--- src/rtl/unsigned_seq_divider_16by8.sv ---
// unsigned_seq_divider_16by8
//   Iterative restoring divider for unsigned operands. Divides a DW-bit
//   dividend z by a VW-bit divisor y, one quotient bit per clock, giving
//   quotient q and remainder r with z == q*y + r. Latency is a fixed DW
//   cycles from the accepting edge to out_valid. A zero divisor finishes in
//   one cycle with q all-ones, r zero and div_by_zero set.
//
// Ports
//   clk          in   1    clock, rising edge
//   rst_n        in   1    synchronous active-low reset
//   in_valid     in   1    operand pair valid
//   in_ready     out  1    divider can accept operands (IDLE and not in reset)
//   z            in   DW   dividend
//   y            in   VW   divisor
//   out_valid    out  1    result valid
//   out_ready    in   1    consumer accepts result
//   q            out  DW   quotient
//   r            out  VW   remainder
//   div_by_zero  out  1    result produced from y == 0
//   busy         out  1    an operation is in flight or awaiting handshake
module unsigned_seq_divider_16by8 #(
  parameter int unsigned DW = 16,
  parameter int unsigned VW = 8
) (
  input  logic          clk,
  input  logic          rst_n,
  input  logic          in_valid,
  output logic          in_ready,
  input  logic [DW-1:0] z,
  input  logic [VW-1:0] y,
  output logic          out_valid,
  input  logic          out_ready,
  output logic [DW-1:0] q,
  output logic [VW-1:0] r,
  output logic          div_by_zero,
  output logic          busy
);

  localparam int unsigned CW = $clog2(DW);

  typedef enum logic [1:0] {
    IDLE,
    RUN,
    DONE
  } state_t;

  state_t state, state_nxt;

  logic [DW-1:0] qreg;
  logic [VW:0]   rem;
  logic [VW-1:0] divisor;
  logic [CW-1:0] cnt;

  logic [VW:0]   t;
  logic [VW:0]   diff;
  logic          take;
  logic          last;
  logic [DW-1:0] qreg_nxt;
  logic [VW:0]   rem_nxt;
  logic          accept;
  logic          release_res;

  assign in_ready    = (state == IDLE) & rst_n;
  assign busy        = (state != IDLE);
  assign accept      = in_valid & in_ready;
  assign release_res = out_valid & out_ready;

  // One restoring step. t can reach 2*divisor-1, hence the VW+1-bit
  // partial remainder. rem[VW] is always clear after a step; folding it into
  // take keeps the comparison correct for the full register width.
  always_comb begin
    t        = {rem[VW-1:0], qreg[DW-1]};
    diff     = t - {1'b0, divisor};
    take     = rem[VW] | (t >= {1'b0, divisor});
    rem_nxt  = take ? diff : t;
    qreg_nxt = {qreg[DW-2:0], take};
    last     = (cnt == CW'(DW - 1));
  end

  always_ff @(posedge clk) begin
    if (!rst_n) state <= IDLE;
    else        state <= state_nxt;
  end

  always_comb begin
    state_nxt = state;
    case (state)
      IDLE: if (accept) state_nxt = (y == '0) ? DONE : RUN;
      RUN:  if (last) state_nxt = DONE;
      DONE: if (release_res) state_nxt = IDLE;
      default: state_nxt = IDLE;
    endcase
  end

  always_ff @(posedge clk) begin
    if (!rst_n) begin
      qreg        <= '0;
      rem         <= '0;
      divisor     <= '0;
      cnt         <= '0;
      q           <= '0;
      r           <= '0;
      div_by_zero <= 1'b0;
      out_valid   <= 1'b0;
    end else begin
      case (state)
        IDLE: begin
          if (accept) begin
            if (y == '0) begin
              q           <= '1;
              r           <= '0;
              div_by_zero <= 1'b1;
              out_valid   <= 1'b1;
            end else begin
              qreg        <= z;
              rem         <= '0;
              divisor     <= y;
              cnt         <= '0;
              div_by_zero <= 1'b0;
            end
          end
        end
        RUN: begin
          qreg <= qreg_nxt;
          rem  <= rem_nxt;
          cnt  <= cnt + 1'b1;
          if (last) begin
            q         <= qreg_nxt;
            r         <= rem_nxt[VW-1:0];
            out_valid <= 1'b1;
          end
        end
        DONE: begin
          if (out_ready) out_valid <= 1'b0;
        end
        default: ;
      endcase
    end
  end

endmodule

--- config.mk ---
export PLATFORM = sky130hd
export DESIGN_NAME = unsigned_seq_divider_16by8
export DESIGN_NICKNAME = d
export VERILOG_FILES = /design/src/rtl/unsigned_seq_divider_16by8.sv
export SDC_FILE = /design/constraint.sdc
export NUM_CORES = 1
export LEC_CHECK = 0
export ABC_AREA = 0
export CAP_MARGIN = 20
export CORE_UTILIZATION = 49
export CTS_BUF_LIST = sky130_fd_sc_hd__clkbuf_4
export DETAILED_ROUTE_END_ITERATION = 10
export PLACE_DENSITY_LB_ADDON = 0.12
export SYNTH_ARGS = -nofsm -noshare
export SYNTH_HDL_FRONTEND = slang
export SYNTH_SLANG_ARGS = --single-unit
--- constraint.sdc ---
create_clock -name clk -period 1.8 [get_ports clk]
set_input_delay 0.18 -clock clk [delete_from_list [all_inputs] [get_ports clk]]
set_output_delay 0.18 -clock clk [all_outputs]
set_load 0.03 [all_outputs]
== Word level (Yosys, flattened, before mapping) ==
Cells that the tools add are included.

* Output and inout bits: 28
* Flip-flop bits (word level): 65

* Equality and inequality tests: 9
* Reduce and logical (&&, ||, !) cells: 11
* Muxes and demuxes: 29
* Bitwise operators: 5
* Add/sub/neg operators: 2
* Order comparisons: 1

{| class="wikitable"
|+ Operators by type and width
! operator !! number
|-
| $mux W16 || 5
|-
| $pmux W16 S2 || 2
|-
| $mux W9 || 3
|-
| $mux W8 || 3
|-
| $pmux W9 S2 || 1
|-
| $pmux W8 S2 || 1
|-
| $ne A2 B2 Y1 const B || 5
|-
| $ge A9 B8 Y1 || 1
|-
| $reduce_and A3 Y1 || 3
|-
| $sub A9 B8 Y9 || 1
|-
| $logic_not A8 Y1 || 1
|-
| $mux W2 || 4
|-
| $mux W4 || 2
|-
| $pmux W4 S2 || 1
|-
| $pmux W2 S3 || 1
|-
| $mux W1 || 5
|-
| $reduce_and A5 Y1 || 1
|-
| $add A4 B1 Y4 const B || 1
|-
| $eq A4 B4 Y1 const B || 1
|-
| $reduce_and A4 Y1 || 1
|-
| $reduce_bool A2 Y1 || 2
|-
| $and A1 B1 Y1 || 3
|-
| $pmux W1 S3 || 1
|-
| $reduce_bool A3 Y1 || 1
|-
| other kinds (7) || 7
|}

== Logic depth before layout (Yosys ltp) ==
Gate-level depths: netlist of run 1.

* Depth in word-level cells: 5
* Mapped depth: 9
* Gate-level depth less buffers: 8

== Worst setup path after synthesis of run 1 ==
Ideal clock, no wire load.

* Path kind: register -> register
* Start point: reg qreg[15]
* End point: reg rem[8]
* Required time: 1.683 ns
* Clock period less this slack: 1.965 ns
* Setup slack: -0.165 ns
* Data arrival time: 1.848 ns
* Cell stages (with the launch flop): 9
* Cell sequence: dfxtp_1 -> inv_1 -> ha_1 -> fa_1 -> or2b_1 -> a211oi_1 -> nor3_1 -> xor2_1 -> a32o_1

* Cells in the longest elaborated chain, start to end: 4
* Elaborated cells between the ends (all ways): 5
* Those cells by class: 1 x add/sub; 1 x order compare; 2 x mux; 1 x bitwise

{| class="wikitable"
|+ RTL lines
! item !! RTL line !! text
|-
| from (decl) || 49 || <nowiki>logic [DW-1:0] qreg;</nowiki>
|-
| from (signal assigned) || 115 || <nowiki>qreg <= z;</nowiki>
|-
| from (signal assigned) || 124 || <nowiki>qreg <= qreg_nxt;</nowiki>
|-
| $ge A9 B8 Y1 || 74 || <nowiki>take = rem[VW] | (t >= {1'b0, divisor});</nowiki>
|-
| $or A1 B1 Y1 || 74 ||
|-
| $mux W9 * || 75 || <nowiki>rem_nxt = take ? diff : t;</nowiki>
|-
| $pmux W9 S2 * || 106 || <nowiki>case (state)</nowiki>
|-
| to (signal assigned) || 125 || <nowiki>rem <= rem_nxt;</nowiki>
|-
| to (decl) || 50 || <nowiki>logic [VW:0] rem;</nowiki>
|}

Every way passes the cells marked *; elsewhere a longest branch is shown, timed or not.
A chain may end at the register's enable or synchronous reset.

== Worst setup path in the final report of run 1 ==
* Start point: reg qreg[15]
* End point: reg r[2]

* Cells in the longest elaborated chain, start to end: 5
* Elaborated cells between the ends (all ways): 6
* Those cells by class: 1 x add/sub; 1 x order compare; 3 x mux; 1 x bitwise

{| class="wikitable"
|+ RTL lines
! item !! RTL line !! text
|-
| $ge A9 B8 Y1 || 74 ||
|-
| $or A1 B1 Y1 || 74 ||
|-
| $mux W9 * || 75 ||
|-
| $mux W8 * || 127 || <nowiki>if (last) begin</nowiki>
|-
| $pmux W8 S2 * || 106 ||
|-
| to (signal assigned) || 129 || <nowiki>r <= rem_nxt[VW-1:0];</nowiki>
|-
| to (decl) || 34 || <nowiki>output logic [VW-1:0] r,</nowiki>
|}

Every way passes the cells marked *; elsewhere a longest branch is shown, timed or not. The select of a mux whose other input is x is not followed.

==> flow_summary.yaml, run 1 <==
status:
  status: "complete, but fails checks"
  violations: "setup timing"
timing:
  tns_ns: -3.12
  fin_worst_skew_ns: 0.0194
  rsz0062_at_grt: "true"
  worst_pin_slew_ns: 0.496
  final-hold-violation-count: 0
  relSlewSlack_pct: 66.5
  finalSetupViolations: 19
  max_freq_mhz: 498
  min_period_ns: 2.01
  setup_ws_ns: -0.210
  finalCritPeriodShare_pct: 112
  slew_viol_final: 0
floorplanning:
  core.rowCount: 28
  die_y_um: 80.7
  ios: 56
  core_area_sq_um: 5960
  dieArea_sq_um: 6510
  dieWidth_um: 80.7
  start_util_pct: 51.0
pwr:
  total_power_uw: 5120
  max-vdd-ir-drop_mv: 0.939
  p_per_area_nw_per_um2: 1120
  combPwrFrac_pct: 44.8
  p_sw_uw: 1790
  power_frac_seq_pct: 30.9
  internal_power_uw: 3330
  p_clk_share_pct: 24.3
  leakagePower_uw: 0.00180
  switching_share_pct: 34.9
drt:
  drtPass1Iterations: 5
  drt_wl_total_mm: 8.92
  vias: 3136
  ant_nets: 0
  drt-vias-per-instance: 5.67
  drc_errors: 0
  wl_per_cell_um: 16.1
  drt_iter0_markers: 202
synthesis:
  syn_inst: 356
  synthTopCellsByArea: "dfxtp_1 (43%), nor2_1 (7.5%), nand2_1 (5.9%), a211oi_1 (4.7%), ha_1 (3.7%)"
  ys_types: 58
  ys_seq_area_share_pct: 42.9
  synth.net_count: 394
  dominantRegCellSynth: "dfxtp_1"
  synth_edf_count: 0
  synthMostInstantiatedCell: "dfxtp_1"
  synth_top_area_share_pct: 42.9
  yosys.area.top_type: "dfxtp_1"
  ys_warn_count: 0
  synthTopCellsByCount: "dfxtp_1 (65), nor2_1 (61), nand2_1 (48)"
  synth_area_sq_um: 3040
  avgSynthCellArea_sq_um: 8.53
  synthArstFlopShare_pct: 0
  synth-seq-cells: 65
critical_path:
  crit_fanout: 6
  slowest_stage: "a211oi_4"
  cp.required_ns: 2.09
  rrSetupSlack_ns: -0.21
  crit_path_max_incr_delay_ns: 0.41
  cp_top_family: "compound AO/OA/AOI/OAI gates"
  end_kind: "register"
  crit_buf_inv: 1
  critical_path_class: "reg2reg"
  crit_path_start_kind: "register"
  critical_path_arrival_ns: 2.30
  cp_cell_sequence: "inv_2, ha_4, nand2b_1, a211oi_4, o211a_4, o21ai_1, a32o_1"
global_route:
  grtUsageTotal_pct: 26.7
  grt_max_degree: 34
  overflow: 0
  antenna_found_initial: 0
  grt_pass1_wl_mm: 13.2
  first_global_vias: 2901
min_path:
  hp-class: "in2reg"
clocking:
  insertion_delay_ns: 0.40
  ctsLongestPathBuffers: 2
  htree_levels: 3
  cts_tree: "yes"
  postCtsHoldBufs: 0
  cts.clk_slew.worst_paths_ns: 0.11
  clock-sinks: 65
  cts_root_buf: "clkbuf_4"
  cts-buffers-inserted: 9
placement:
  place_congestion: 0.858
  place_inst: 526
  place_area_sq_um: 4050
  dpl.hpwl_mm: 5.63
  portBuffers: 55
flow_run:
  maxCapViolations: 0
layout:
  nFillCells: 425
  drive_above_1_share_pct: 30.8
  design_area_sq_um: 4570
  area_delta_synth_final_pct: 50.4
  diodes: 0
  fin_cells: 553
  post-route-util_pct: 76.7
  layout.nets: 511
==> flip-flops by register name, summed over array words and instances, names as in the netlist <==
name,cells
rem,9
state,2
cnt,4
r,8
divisor,8
qreg,16
out_valid,1
div_by_zero,1
q,16
==> through the flow <==
step	setup WS [ns]	hold slack (ns)
final	-0.210	0.352
after global routing	-0.241	0.340
after floorplan	-0.124	0.308
after CTS	-0.169	0.337
after detailed placement	-0.341	0.450
after global placement	-0.260	0.444
==> power groups by stage <==
stage,logic [uW],registers [uW],clock network (uW)
floorplan,959,1600,0
global placement,1610,1600,0
detailed placement,1630,1600,0
CTS,1970,1580,1250
global route,2420,1590,1320
finish,2290,1580,1250
==> path summary, 6_finish.rpt <==
check	cells past startpoint	startpoint	endpoint
worst max-delay path	7	qreg[15]	r[2]
worst min-delay path	3	z[8]	qreg[8]
worst max register to register	7	qreg[15]	r[2]
worst min register to register	2	divisor[6]	divisor[6]
==> cells by family after synthesis <==
| kind of cell | after synthesis | synth area share, % |
|---|---|---|
| compound gates | 90 | 22.3 |
| simple gates | 154 | 23.3 |
| buf+inv | 29 | 4.70 |
| xor+xnor | 6 | 1.73 |
| fa+ha+maj | 10 | 4.37 |
| flops | 65 | 42.9 |
| mux | 2 | 0.701 |
==> per-layer routing <==
layer	up-vias	part of all wire (%)	global-route usage, %
met5	-	0	0
met4	0	3.5	9.11
met3	25	6.0	6.82
met2	116	49	43.9
met1	1470	42	33.8
li1	1525	-	-
==> worst register-to-register path, cell delays in order (launching register included) <==
cell and delay (ns):
dfxtp_2 0.36, inv_2 0.06, ha_4 0.16, nand2b_1 0.23
a211oi_4 0.41, o211a_4 0.30, o21ai_1 0.11, a32o_1 0.28
==> what timing repair did <==
item | 4_1_cts | 5_1_grt
pin swaps | 21 | 14
buffers inserted | 7 | 4
setup endpoints to repair | 20 | 28
gates resized for setup | 45 | 19
==> cells in the final DEF (no fill, tap or decap), drive strengths merged, types with 2 or more instances in the layout <==
cell           netlist  layout
buf                 12      68
nor2                65      65
dfxtp               65      65
clkdlybuf4s50        0      53
nand2               50      50
a211oi              21      21
a21oi               19      19
inv                 13      13
o21ai               11      11
clkbuf               4      10
nor4                10      10
ha                   9       9
a311oi               8       8
o31ai                6       6
xor2                 6       6
a32o                 6       6
nor3                 6       6
nand3                5       5
nand2b               3       3
nand4                3       3
and2                 3       3
a21o                 3       3
bufinv               0       3
clkinv               0       3
nand3b               2       2
o22ai                2       2
a22o                 2       2
o211a                2       2
or3                  2       2
a22oi                2       2
==> area by class of cell <==
cell class | instances | area [sq um] | share of cell area [%]
tap | 75 | 93.8 | 2.06
inverter | 13 | 48.8 | 1.07
clock buffer | 10 | 75.1 | 1.64
sequential | 65 | 1310 | 28.8
clock inverter | 6 | 106 | 2.33
multi-input combinational | 262 | 1830 | 40.1
timing repair buffer | 122 | 1100 | 24.1
Note: power is estimated with default switching activity, not from simulation.
==> inputs of run 2 (changes only) <==
- RECOVER_POWER: default -> 100
- REMOVE_ABC_BUFFERS: default -> 1
==> run 2 against run 1 <==
Die area is the same. Worst hold slack got worse by 0.0061 ns. Sequential share of layout area increased by 0.67 points. Design area fell by 2.4%. Via count fell by 3.4%. Global-route usage decreased by 0.57 points. Largest power group unchanged. Power shrank 8.6%. Clock power decreased by 20%. Routed wire length down 9.4%. The flow still finishes with violations (setup timing). Critical path depth increased by 1. Flip-flop and latch count unchanged.
==> flow_summary.yaml, run 2 (same netlist as run 1, synthesis figures left out) <==
timing:
  finalSetupViolations: 19
  min_period_ns: 1.99
  relSlewSlack_pct: 63.7
  fin_worst_skew_ns: 0.0175
  slew_viol_final: 0
  worst_pin_slew_ns: 0.537
  setup_ws_ns: -0.191
  final-hold-violation-count: 0
  rsz0062_at_grt: "true"
  max_freq_mhz: 502
  finalCritPeriodShare_pct: 111
  tns_ns: -2.49
placement:
  place_congestion: 0.864
  dpl.hpwl_mm: 5.65
  portBuffers: 55
drt:
  drc_errors: 0
  vias: 3029
  drtPass1Iterations: 4
  drt_iter0_markers: 156
  ant_nets: 0
  drt_wl_total_mm: 8.08
  wl_per_cell_um: 14.6
  drt-vias-per-instance: 5.47
global_route:
  grt_pass1_wl_mm: 13.0
  grtUsageTotal_pct: 26.1
  overflow: 0
  first_global_vias: 2792
  antenna_found_initial: 0
  grt_max_degree: 34
clocking:
  ctsLongestPathBuffers: 2
  cts_root_buf: "clkbuf_4"
  insertion_delay_ns: 0.41
  htree_levels: 3
  cts-buffers-inserted: 9
  cts_tree: "yes"
  clock-sinks: 65
  cts.clk_slew.worst_paths_ns: 0.13
pwr:
  total_power_uw: 4680
  leakagePower_uw: 0.00184
  max-vdd-ir-drop_mv: 0.716
  p_per_area_nw_per_um2: 1050
layout:
  drive_above_1_share_pct: 27.8
  largestRegisters: "q (16), qreg (16), rem (9)"
  seqCellArea_sq_um: 1310
  layout_common_cells: "nor2_1 (59), buf_4 (59), dfxtp_1 (58), nand2_1 (47), clkdlybuf4s50_1 (27)"
  area_delta_synth_final_pct: 46.8
  layout.nets: 512
  nFillCells: 468
  diodes: 0
  multi_input_area_sq_um: 1770
floorplanning:
  ios: 56
  die_y_um: 80.7
  core_area_sq_um: 5960
  core.rowCount: 28
  dieArea_sq_um: 6510
  dieWidth_um: 80.7
  start_util_pct: 51.0
critical_path:
  crit_path_start_kind: "register"
  critPathLaunch: "divisor[2]"
  cp.required_ns: 2.09
  rrSetupSlack_ns: -0.19
  crit_fanout: 5
  end_kind: "register"
  critical_path_arrival_ns: 2.28
  critical_path_class: "reg2reg"
  r2r-start: "divisor[2]"
status:
  status: "complete, but fails checks"
  violations: "setup timing"
flow_run:
  maxCapViolations: 0
min_path:
  hp-start: "z[11]"
  hp-class: "in2reg"
[run 2: changes by cell type in the layout (fill, tap and decap cells not counted), moves of 3 or more]
cell	before	now
inv_1	8	11
inv_2	5	2
nand3_1	2	5
clkdlybuf4s50_1	53	27
nand3_2	3	0
buf_4	62	59
dlygate4sd3_1	0	26
[run 2: metal layers]
metal / vias up / global-route usage [%] / wire length, um
met2: 75 / 41.8 / 3960
met1: 1421 / 33.9 / 3670
met5: - / 0 / 0
met4: 0 / 9.46 / 152
li1: 1520 / - / -
met3: 13 / 6.36 / 307
[run 2: cell type report]
cell class	instances	share of cell area (%)
Timing Repair Buffer	123	24.5
Clock buffer	9	1.52
Sequential cell	65	29.4
Inverter	13	1.09
Multi-Input combinational cell	262	39.8
Clock inverter	7	1.57
Tap cell	75	2.11
[run 2: path summary, 6_finish.rpt]
| check | endpoint | cells after the start |
|---|---|---|
| hold / removal | qreg[11] | 3 |
| setup reg to reg | rem[6] | 8 |
| setup / recovery | rem[6] | 8 |
| hold reg to reg | r[5] | 2 |
[run 2: repair_timing]
action | CTS | global route
resized for setup | 23 | 27
buffers inserted | 3 | 3
pin swaps | 12 | 17
hold buffers | 0 | 0
setup endpoints to repair | 20 | 19
cloned | 0 | 0
[run 2: metrics by stage]
stage | util [%] | hold WS (ns) | cells | area (sq um) | setup slack, ns
2_1_floorplan | - | 0.313 | 340 | 2940 | -0.269
3_3_place_gp | 68.4 | 0.442 | 532 | 4070 | -0.240
3_5_place_dp | 68.4 | 0.445 | 532 | 4070 | -0.292
4_1_cts | 72.7 | 0.326 | 551 | 4330 | -0.192
5_1_grt | 74.8 | 0.336 | 554 | 4460 | -0.250
6_report | 74.8 | 0.346 | 554 | 4460 | -0.191
[run 2: power by group]
group / internal (uW) / switching (uW) / total, uW
Sequential: 1520 / 61.5 / 1580
Clock: 421 / 576 / 997
Combinational: 1020 / 1080 / 2100
[run 2: critical path: stages, from the launching register on]
cell	delay, ns
dfxtp_2	0.35
inv_1	0.05
ha_4	0.28
buf_4	0.12
nand4_1	0.23
o21a_2	0.35
and2_1	0.19
a32oi_1	0.20
o21ai_1	0.10
==> inputs of run 3 (changes only) <==
- CTS_CLUSTER_DIAMETER: default -> 30
- MAX_ROUTING_LAYER: default -> met4
- SETUP_SLACK_MARGIN: default -> 0.4
==> run 3 against run 2 <==
The run still ends with setup timing left. Non-clock buffer count is 32 higher. Clock power is 35% higher. Design area up 23%. Via count rose by 39%. Worst setup slack lost 0.45 ns. Combinational power rose by 23%. Sequential share of layout area shrank 5.5 points. Register-to-register slack worse by 0.45 ns. Clock skew up 0.011 ns. First-iteration DRC count grew to 3.7 times the previous value. Die area is the same. Global-route usage is 14 points higher. Largest cell class unchanged.
==> flow_summary.yaml, run 3 (same netlist as run 1, synthesis figures left out) <==
global_route:
  grtUsageMet3_pct: 8.41
  grtUsageMet1_pct: 41.3
  busiest_layer: "met2"
  antenna_found_initial: 1
  grtUsageTotal_pct: 39.7
  grt_pass1_wl_mm: 18.4
  grt_max_degree: 44
  overflow: 0
  grt_use_met2_pct: 68.2
  first_global_vias: 3553
critical_path:
  rr_endpoint: "r[6]"
  crit_path_max_incr_delay_ns: 0.62
  crit_path_start_kind: "register"
  crit_buf_inv: 2
  cp_top_family: "compound AO/OA/AOI/OAI gates"
  rrSetupSlack_ns: -0.65
  crit_fanout: 3
  reg2regPathDepth: 8
  cp_cell_sequence: "inv_1, ha_4, buf_4, nor2_1, a21oi_2, o41ai_1, o22ai_1, o21ai_1"
  critical_path_class: "reg2reg"
  slowest_stage: "o41ai_1"
  cp.required_ns: 2.15
  end_kind: "register"
  cp.depth: 8
  critical_path_arrival_ns: 2.80
  r2r-start: "divisor[2]"
timing:
  finalSetupViolations: 53
  max_freq_mhz: 409
  relSlewSlack_pct: 40.2
  rsz0062_at_grt: "true"
  slew_viol_final: 0
  setup_ws_ns: -0.645
  final-hold-violation-count: 0
  worst_pin_slew_ns: 0.888
  finalCritPeriodShare_pct: 136
  min_period_ns: 2.45
  fin_worst_skew_ns: 0.0284
floorplanning:
  core_area_sq_um: 5960
  core.rowCount: 28
  ios: 56
  start_util_pct: 51.0
  die_y_um: 80.7
  dieWidth_um: 80.7
  dieArea_sq_um: 6510
drt:
  ant_nets: 0
  drt-vias-per-instance: 7.19
  drt_wl_total_mm: 17.1
  wl_per_cell_um: 29.1
  drt_iter0_markers: 573
  drtPass1Iterations: 8
  drc_errors: 0
  vias: 4220
pwr:
  max-vdd-ir-drop_mv: 0.951
  p_per_area_nw_per_um2: 1010
  leakagePower_uw: 0.00223
placement:
  portBuffers: 55
  dpl.hpwl_mm: 5.82
  place_congestion: 0.845
  place_inst: 525
  dp_slack_ns: -0.342
min_path:
  hold_end: "divisor[4]"
  hp-class: "in2reg"
  hp-start: "y[4]"
  whs_path_depth: 3
layout:
  area_delta_synth_final_pct: 81.3
  nFillCells: 186
  layout.nets: 544
  fin_cells: 587
  largestRegisters: "q (16), qreg (16), rem (9)"
  multi_input_area_sq_um: 2410
  drive_above_1_share_pct: 51.5
  seqCellArea_sq_um: 1320
  layout_commonest_cell: "buf_4"
  layout_common_cells: "buf_4 (65), dfxtp_1 (56), nor2_1 (30), nor2_4 (27), nand2_1 (25)"
clocking:
  cts.clk_slew.worst_paths_ns: 0.14
  cts_tree: "yes"
  ctsLongestPathBuffers: 2
  cts_root_buf: "clkbuf_4"
  insertion_delay_ns: 0.44
  clock-sinks: 65
  htree_levels: 3
  cts-buffers-inserted: 9
  postCtsHoldBufs: 0
status:
  violations: "setup timing"
  status: "complete, but fails checks"
flow_run:
  maxCapViolations: 0
==> run 3: changes by cell type in the layout (fill, tap and decap cells not counted), moves of 9 or more <==
cell,before,now
buf_6,5,21
nand2_1,47,25
clkdlybuf4s25_1,0,10
a21oi_1,14,5
nor2_4,1,27
a211oi_1,17,2
nor2_1,59,30
dlygate4sd3_1,26,0
a211oi_2,3,18
clkbuf_1,1,14
nand2_4,0,19
a21oi_2,3,12
==> run 3: tightest hold or removal path, delay by kind of cell <==
family	cells	cell delay, ns
AND/OR/NAND/NOR	1	0.09
buffers and inverters	1	0.14
AO/OA/AOI/OAI	1	0.07
==> run 3: final cells by class <==
type	count	area share [%]
Sequential cell	65	24.0
Clock buffer	9	1.23
Clock inverter	7	2.16
Antenna cell	1	0.0455
Timing Repair Buffer	155	26.3
Multi-Input combinational cell	262	43.7
Tap cell	75	1.71
Inverter	13	0.887
==> run 3: routing by layer <==
layer	part of all wire, %	vias to the layer above
met2	43	477
met3	12	216
li1	-	1581
met5	0	-
met4	11	0
met1	34	1946
==> run 3: through the flow <==
stage               total power [uW]  TNS [ns]  cell area [sq um]  hold WS, ns  util (%)
CTS                             4740     -1.93               5010        0.318      84.1
global route                    5670    -11.86               5500       0.0674      92.4
global placement                3120     -7.70               4030        0.442      67.7
finish                          5560    -11.83               5500       0.0649      92.4
detailed placement              3140     -9.34               4030        0.452      67.7
floorplan                       2500     -5.11               2940        0.313         -
==> run 3: worst max-delay path by stage <==
stage,from,end,slack (ns)
after detailed placement,qreg[15],rem[8],-0.34
after floorplan,state[1],q[10],-0.27
after CTS,qreg[15],rem[8],-0.22
after global placement,qreg[15],rem[8],-0.32
final,divisor[2],r[6],-0.65
after global routing,divisor[2],r[6],-0.97
==> run 3: timing repair <==
item,in CTS,in global routing
pin swaps,53,50
resized for setup,179,138
gates cloned,4,0
endpoints found under the setup margin,92,84
buffers inserted,16,25
==> run 3: where the power goes <==
group | total [uW] | switching [uW] | internal, uW
clock network | 1350 | 647 | 702
logic | 2590 | 1490 | 1110
registers | 1620 | 100 | 1520
